**config.mk**
```make
export PLATFORM = sky130hd
export DESIGN_NAME = packet_sink_mc
export DESIGN_NICKNAME = d
export VERILOG_FILES = /design/src/rtl/packet_sink_mc_pkg.sv /design/src/rtl/packet_sink_mc_rr_arbiter.sv /design/src/rtl/packet_sink_mc.sv
export SDC_FILE = /design/constraint.sdc
export NUM_CORES = 1
export LEC_CHECK = 0
export CAP_MARGIN = 40
export CORE_MARGIN = 2
export CORE_UTILIZATION = 44
export CTS_CLUSTER_SIZE = 12
export DETAILED_ROUTE_END_ITERATION = 10
export PLACE_DENSITY = 0.76
export RECOVER_POWER = 100
export SKIP_CTS_REPAIR_TIMING = 1
export SLEW_MARGIN = 20
export SYNTH_ARGS = -nofsm -noshare
export SYNTH_HDL_FRONTEND = slang
export SYNTH_SLANG_ARGS = --single-unit
export TNS_END_PERCENT = 30
```
**constraint.sdc**
```tcl
create_clock -name clk -period 3.05 [get_ports clk]
set_input_delay 0.4575 -clock clk [delete_from_list [all_inputs] [get_ports clk]]
set_output_delay 0.4575 -clock clk [all_outputs]
set_load 0.03 [all_outputs]
```
**src/rtl/packet_sink_mc_pkg.sv**
```systemverilog
// Shared definitions for the multi-channel packet sink.
// Holds the flit bit positions (derived from the flit width), the per-channel
// framing FSM encoding, the stall LFSR seed and the LFSR step function.
`ifndef PACKET_SINK_MC_PKG_SV
`define PACKET_SINK_MC_PKG_SV

package packet_sink_mc_pkg;

  // Per-channel framing state
  typedef enum logic {
    ST_IDLE = 1'b0,
    ST_BODY = 1'b1
  } ch_state_e;

  localparam int unsigned PKT_CH_W  = 3;
  localparam int unsigned LFSR_W    = 16;
  localparam logic [LFSR_W-1:0] LFSR_SEED = 16'hACE1;

  // HEAD flag sits in the top bit of the flit
  function automatic int unsigned head_bit(input int unsigned size);
    return size - 1;
  endfunction

  // TAIL flag sits just below HEAD
  function automatic int unsigned tail_bit(input int unsigned size);
    return size - 2;
  endfunction

  // Fibonacci LFSR step for x^16 + x^14 + x^13 + x^11 + 1
  function automatic logic [LFSR_W-1:0] lfsr_next(input logic [LFSR_W-1:0] s);
    return {s[14:0], s[15] ^ s[13] ^ s[12] ^ s[10]};
  endfunction

endpackage

`endif

```
**src/rtl/packet_sink_mc_rr_arbiter.sv**
```systemverilog
// Round-robin arbiter with a registered pointer.
// Grants the first requester at or after the pointer; after a grant to g the
// pointer moves to g+1 (mod N). No grant leaves the pointer unchanged.
// Ports:
//   clk, reset : clock, asynchronous active-high reset (pointer -> 0)
//   en         : arbitration enable; when low no grant is issued, pointer holds
//   req [N]    : request vector
//   grant [N]  : combinational one-hot (or zero) grant, zero while reset is high
module rr_arbiter #(
  parameter int unsigned N = 2
) (
  input  logic         clk,
  input  logic         reset,
  input  logic         en,
  input  logic [N-1:0] req,
  output logic [N-1:0] grant
);

  localparam int unsigned PTR_W = (N > 1) ? $clog2(N) : 1;

  logic [PTR_W-1:0] ptr;
  logic [PTR_W-1:0] idx;
  logic [PTR_W-1:0] gidx;
  logic [PTR_W-1:0] ptr_next;
  logic             found;

  // Rotating priority search starting at ptr
  always_comb begin
    grant = '0;
    gidx  = '0;
    idx   = '0;
    found = 1'b0;
    if (en && !reset) begin
      for (int unsigned k = 0; k < N; k++) begin
        idx = PTR_W'((32'(ptr) + k) % N);
        if (!found && req[idx]) begin
          grant[idx] = 1'b1;
          gidx       = idx;
          found      = 1'b1;
        end
      end
    end
  end

  assign ptr_next = (gidx == PTR_W'(N - 1)) ? '0 : gidx + PTR_W'(1);

  // Pointer advances only past an actual winner
  always_ff @(posedge clk or posedge reset) begin
    if (reset) begin
      ptr <= '0;
    end else if (found) begin
      ptr <= ptr_next;
    end
  end

endmodule

```
**src/rtl/packet_sink_mc.sv**
```systemverilog
// Multi-channel packet sink: terminal NoC endpoint that drains N_CH channels,
// accepts at most one flit per cycle (round-robin), checks per-channel framing
// and destination, and keeps saturating packet / flit / error statistics.
// Optional macro PACKET_SINK_RANDOM_STALL_EN adds LFSR-driven back-pressure.
// Ports:
//   clk, reset  : clock, asynchronous active-high reset
//   ch_req      : per-channel flit valid
//   ch_flit     : flits, channel i at [i*SIZE +: SIZE]
//   ch_ack      : combinational per-channel accept (one-hot or zero)
//   pkt_count   : good packets received (saturating)
//   flit_count  : flits accepted (saturating)
//   err_count   : framing plus mis-route errors (saturating)
//   pkt_done    : one-cycle pulse after a good packet completes
//   pkt_ch      : channel of the last good packet
module packet_sink_mc
  import packet_sink_mc_pkg::*;
#(
  parameter int unsigned ID        = 0,
  parameter int unsigned N_CH      = 2,
  parameter int unsigned SIZE      = 8,
  parameter int unsigned DEST_BITS = 4,
  parameter int unsigned CNT_BITS  = 16
) (
  input  logic                   clk,
  input  logic                   reset,
  input  logic [N_CH-1:0]        ch_req,
  input  logic [N_CH*SIZE-1:0]   ch_flit,
  output logic [N_CH-1:0]        ch_ack,
  output logic [CNT_BITS-1:0]    pkt_count,
  output logic [CNT_BITS-1:0]    flit_count,
  output logic [CNT_BITS-1:0]    err_count,
  output logic                   pkt_done,
  output logic [PKT_CH_W-1:0]    pkt_ch
);

  localparam int unsigned HEAD_POS = head_bit(SIZE);
  localparam int unsigned TAIL_POS = tail_bit(SIZE);
  localparam int unsigned CH_W     = (N_CH > 1) ? $clog2(N_CH) : 1;

  // Add with clamp at all-ones
  function automatic logic [CNT_BITS-1:0] sat_add(input logic [CNT_BITS-1:0] a,
                                                  input logic [1:0]          b);
    logic [CNT_BITS:0] s;
    s = {1'b0, a} + (CNT_BITS + 1)'(b);
    return s[CNT_BITS] ? {CNT_BITS{1'b1}} : s[CNT_BITS-1:0];
  endfunction

  logic en;

`ifdef PACKET_SINK_RANDOM_STALL_EN
  logic [LFSR_W-1:0] lfsr;

  // Free-running back-pressure source; stalls when the low two bits are zero
  always_ff @(posedge clk or posedge reset) begin
    if (reset) begin
      lfsr <= LFSR_SEED + LFSR_W'(ID);
    end else begin
      lfsr <= lfsr_next(lfsr);
    end
  end

  assign en = (lfsr[1:0] != 2'b00);
`else
  assign en = 1'b1;
`endif

  rr_arbiter #(
    .N (N_CH)
  ) u_arb (
    .clk   (clk),
    .reset (reset),
    .en    (en),
    .req   (ch_req),
    .grant (ch_ack)
  );

  ch_state_e         state [N_CH];
  logic [N_CH-1:0]   dest_ok;

  logic              xfer;
  logic [CH_W-1:0]   g;
  logic [SIZE-1:0]   flit;
  logic              head;
  logic              tail;
  logic              dest_hit;
  ch_state_e         st_cur;
  ch_state_e         st_nxt;
  logic              dok_nxt;
  logic [1:0]        err_inc;
  logic              good;
  logic              unused_flit_bits;

  // Select the granted channel's flit (ack is one-hot, so at most one match)
  always_comb begin
    xfer = |ch_ack;
    g    = '0;
    flit = '0;
    for (int unsigned i = 0; i < N_CH; i++) begin
      if (ch_ack[i]) begin
        g    = CH_W'(i);
        flit = ch_flit[i*SIZE +: SIZE];
      end
    end
  end

  // Middle payload bits carry no framing information
  assign unused_flit_bits = ^flit;

  // Framing decision for the granted channel
  always_comb begin
    head     = flit[HEAD_POS];
    tail     = flit[TAIL_POS];
    dest_hit = (flit[DEST_BITS-1:0] == DEST_BITS'(ID));
    st_cur   = state[g];
    st_nxt   = st_cur;
    dok_nxt  = dest_ok[g];
    err_inc  = 2'd0;
    good     = 1'b0;
    if (head) begin
      // A head inside a packet truncates it, then starts afresh
      if (st_cur == ST_BODY) begin
        err_inc = 2'd1;
      end
      if (tail) begin
        st_nxt = ST_IDLE;
        if (dest_hit) begin
          good = 1'b1;
        end else begin
          err_inc = err_inc + 2'd1;
        end
      end else begin
        st_nxt  = ST_BODY;
        dok_nxt = dest_hit;
      end
    end else if (st_cur == ST_IDLE) begin
      err_inc = 2'd1;
    end else if (tail) begin
      st_nxt = ST_IDLE;
      if (dest_ok[g]) begin
        good = 1'b1;
      end else begin
        err_inc = 2'd1;
      end
    end
  end

  // Per-channel FSMs, statistics and completion reporting
  always_ff @(posedge clk or posedge reset) begin
    if (reset) begin
      for (int unsigned i = 0; i < N_CH; i++) begin
        state[i] <= ST_IDLE;
      end
      dest_ok    <= '0;
      pkt_count  <= '0;
      flit_count <= '0;
      err_count  <= '0;
      pkt_done   <= 1'b0;
      pkt_ch     <= '0;
    end else begin
      pkt_done <= 1'b0;
      if (xfer) begin
        state[g]   <= st_nxt;
        dest_ok[g] <= dok_nxt;
        flit_count <= sat_add(flit_count, 2'd1);
        err_count  <= sat_add(err_count, err_inc);
        if (good) begin
          pkt_count <= sat_add(pkt_count, 2'd1);
          pkt_done  <= 1'b1;
          pkt_ch    <= PKT_CH_W'(g);
        end
      end
    end
  end

endmodule

```
==> reports/summary.txt <==
H-Tree Level Count: 2
WP data required: 3.25 ns
Tot Pwr: 0.002456 W
Gate power share: 35.3%
Die span in x: 85.30 um
Top Metal Used: met4
Crit start category: input pin
Nature of the critical path endpoint: flip-flop
R2R depth: 16
Die height: 85.30 um
#FFs+latches synth: 55
Slew margin rel.: 8.849%
DR WL/cell: 14.70 um
Arrival @ worst endpoint: 3.17 ns
Wire length on met2: 3544 um
WHS Endpoint: pkt_ch[0]$_DFFE_PP0P_
Internal: 0.001569 W
Hold path start: pkt_ch[0]$_DFFE_PP0P_
Fin Clk Skew: 0.009421 ns
Max frequency: 335.9 MHz
Gate Count Post-Synth: 307
Switching Fraction: 36.14%
First-pass GRT wire length: 11,870 um
Area Growth Syn to Fin: 41.05%
Hold depth: 1
Largest delay share family, worst path: simple AND/OR/NAND/NOR gates
Slowest stage cell, crit path: or4_4
DRC viols: 0
CTS Sinks: 55
Critical-path maximum fanout: 3
Hold Crit Class: flip-flop to flip-flop
Ant diodes: 0
CP Cell Sequence: buf_6 -> or4_4 -> nand3_4 -> o21ai_4 -> ha_1 -> o31ai_1 -> a21oi_1 -> ha_2 -> inv_2 -> fa_2 -> nor4b_4 -> buf_4 -> buf_4 -> nand3_2 -> xor2_1 -> nand2_1
Die ar.: 0.007275 mm^2
Clock power frac: 23.3%
Nets@finish: 431
Non-Filler Instances: 483
Row count: 29
CTS tree: yes
Via count: 2,689
Largest net degree at the start of global routing: 56
Share of cells above drive strength 1: 17.98%
Max-cap viol count: 0
Crit path kind: input pin to flip-flop
R2r endpoint: err_count[10]$_DFFE_PP0N_
Placed Cells: 473
Max clock buf depth: 2
Measured slew at the worst slew-check pin: 1.367 ns
Syn avg cell area: 9.472 um^2
Net Switching: 0.0008876 W
IO buf count: 67
Pins Over Slew Limit: 0
CTS buffer count: 5
Crit share post-route: 97.61%
Detailed-route wire length: 7101 um
Power Dens Cells: 598.9 mW/mm^2
Worst vdd ir: 317.8 uV
Final hold violation count: 0
Critical Path Start: ch_flit[3]
Initial Utilization: 45.53%
Core ar.: 0.006386 mm^2
GP Congestion: 0.8138
Final ANT Viol Nets: 0
Vias per std cell: 5.567
Status: complete, no violations
Root buf cell: clkbuf_8
Post-synthesis sequential area ratio: 47.33%
Vias in the first global route: 2,645
I/O pin count: 74
# setup viols final: 0
Yosys warns: 0
Critical path depth: 16
Post-Route Utilization: 64.22%
Worst-Skew Late Latency: 0.31 ns
Seq pwr share: 41.5%
Hold slack: 0.5168 ns
R2r startpoint: u_arb.ptr$_DFFE_PP0P_
Post-synthesis cell area: 0.002908 mm^2
Routed length on met3: 297 um
Async SR Flop Fraction: 100.0%
# fillers: 506
Min Tclk post-route: 2.977 ns
Clk pin slew, worst setup/hold paths: 0.10 ns
WL met1: 3188 um
Setup total negative slack: 0 ns
Main flop type after synthesis: dfrtp_1
Dpl hpwl: 4970 um
DRT Pass-1 Iters: 4
RSZ-0062 raised after global routing: yes
Number of synthesized flops with an enable pin: 0
Crit path buffers/inverters: 4
Worst stage delay on the critical path: 0.53 ns
Initial antenna violation count: 0
P_leak: 1.927 nW
Crit path top cell by count: buf_4
Tot GR Track Use: 19.97%
Yosys cell types: 50
GRT overflow: 0
Worst R2R Setup Slack: 0.09 ns
Initial DRC count: 53
==> per-layer routing <==
metal,up-vias,global-route usage [%]
li1,1308,-
met1,1320,25.20
met2,55,34.30
met3,6,4.377
met4,0,6.061
met5,-,0
==> worst max-delay path by stage <==
stage | endpoint | slack (ns)
floorplan | err_count[8]$_DFFE_PP0N_ | 0.03
global placement | err_count[8]$_DFFE_PP0N_ | -0.46
CTS | err_count[8]$_DFFE_PP0N_ | -0.26
finish | err_count[10]$_DFFE_PP0N_ | 0.07
detailed placement | err_count[8]$_DFFE_PP0N_ | -0.59
global route | err_count[10]$_DFFE_PP0N_ | -0.06
==> registers in the layout, indices dropped and copies added (netlist names) <==
register	count
err_count	16
flit_count	16
pkt_count	16
dest_ok	2
state	2
pkt_ch	1
pkt_done	1
u_arb.ptr	1
==> cells by family after synthesis <==
family / Yosys count / synth area share (%)
multiplexers: 11 / 4.174
XOR/XNOR: 14 / 4.217
adder cells (fa/ha/maj): 6 / 2.840
AND/OR/NAND/NOR: 131 / 23.11
other: 1 / 0.1290
flip-flops: 55 / 47.33
AO/OA/AOI/OAI: 66 / 14.41
buffers and inverters: 23 / 3.786
==> layout by cell type (no fill, tap or decap), types with 2 or more instances in the layout <==
cell type         n
clkdlybuf4s50_1  56
dfrtp_1          55
nand2_1          38
buf_4            31
a21oi_1          23
nand4_1          18
nor2_1           17
nand3_1          13
o21ai_0          12
and3_1           11
inv_1            10
xor2_1           10
nor3_1            8
a31oi_1           8
dlymetal6s2s_1    8
mux2_2            6
clkbuf_8          5
and4_1            4
xnor2_1           4
ha_1              4
nor2b_1           3
mux2_1            3
a41oi_1           3
clkbuf_1          3
o21a_1            2
and2_1            2
nand2b_1          2
o211ai_1          2
nand3_4           2
inv_2             2
nor2_2            2
o31ai_1           2
o41ai_1           2
a21o_1            2
conb_1            2
bufinv_16         2
clkbuf_2          2
==> cell type report <==
cell class	count	area (um^2)	area share [%]
Sequential cell	55	1376	33.56
Inverter	13	52.55	1.281
Tap cell	77	96.34	2.349
Timing Repair Buffer	100	922.1	22.48
Clock buffer	6	72.57	1.769
Multi-Input combinational cell	230	1521	37.10
Clock inverter	2	60.06	1.464
==> cells in the mapped netlist (all sizes together) (3+ instances only) <==
cell type / number / share of area [%]
dfrtp: 55 / 47
a21oi: 24 / 4.3
buf: 6 / 1.6
nand3: 16 / 2.9
o21ai: 14 / 2.4
clkbuf: 4 / 0.52
nand2: 40 / 5.2
a31oi: 8 / 1.7
nand4: 18 / 3.9
nor2b: 5 / 1.2
mux2: 9 / 3.5
xor2: 10 / 3.0
nor2: 19 / 2.5
ha: 5 / 2.2
and3: 12 / 2.8
inv: 13 / 1.7
a41oi: 3 / 0.90
xnor2: 4 / 1.2
and4: 4 / 1.2
nor3: 8 / 1.4
nand2b: 3 / 0.65
==> power by group through the flow <==
stage / clock [W] / sequential [W] / combinational (W)
floorplan: 0 / 0.00119 / 0.000295
global placement: 0 / 0.00102 / 0.000824
detailed placement: 0 / 0.00103 / 0.000847
CTS: 0.000583 / 0.00101 / 0.000851
global route: 0.000609 / 0.00104 / 0.000934
finish: 0.000571 / 0.00102 / 0.000866
==> through the flow <==
step	setup slack, ns	area (um^2)
2_1_floorplan	0.03415	2939
3_3_place_gp	-0.4550	3870
3_5_place_dp	-0.5928	3870
4_1_cts	-0.2594	4003
5_1_grt	-0.05876	4101
6_report	0.07303	4101
==> worst reg2reg max path: stages, from the launching register on <==
cell and delay [ns]:
dfrtp_1 0.39, nand2b_4 0.16, nand2_4 0.07, mux2i_2 0.24, inv_1 0.07, ha_1 0.27, o31ai_1 0.07, a21oi_1 0.15
ha_2 0.21, inv_2 0.04, fa_2 0.39, nor4b_4 0.23, buf_4 0.16, buf_4 0.11, nand3_2 0.07, xor2_1 0.16
nand2_1 0.07
Note: power is estimated with default switching activity, not from simulation.
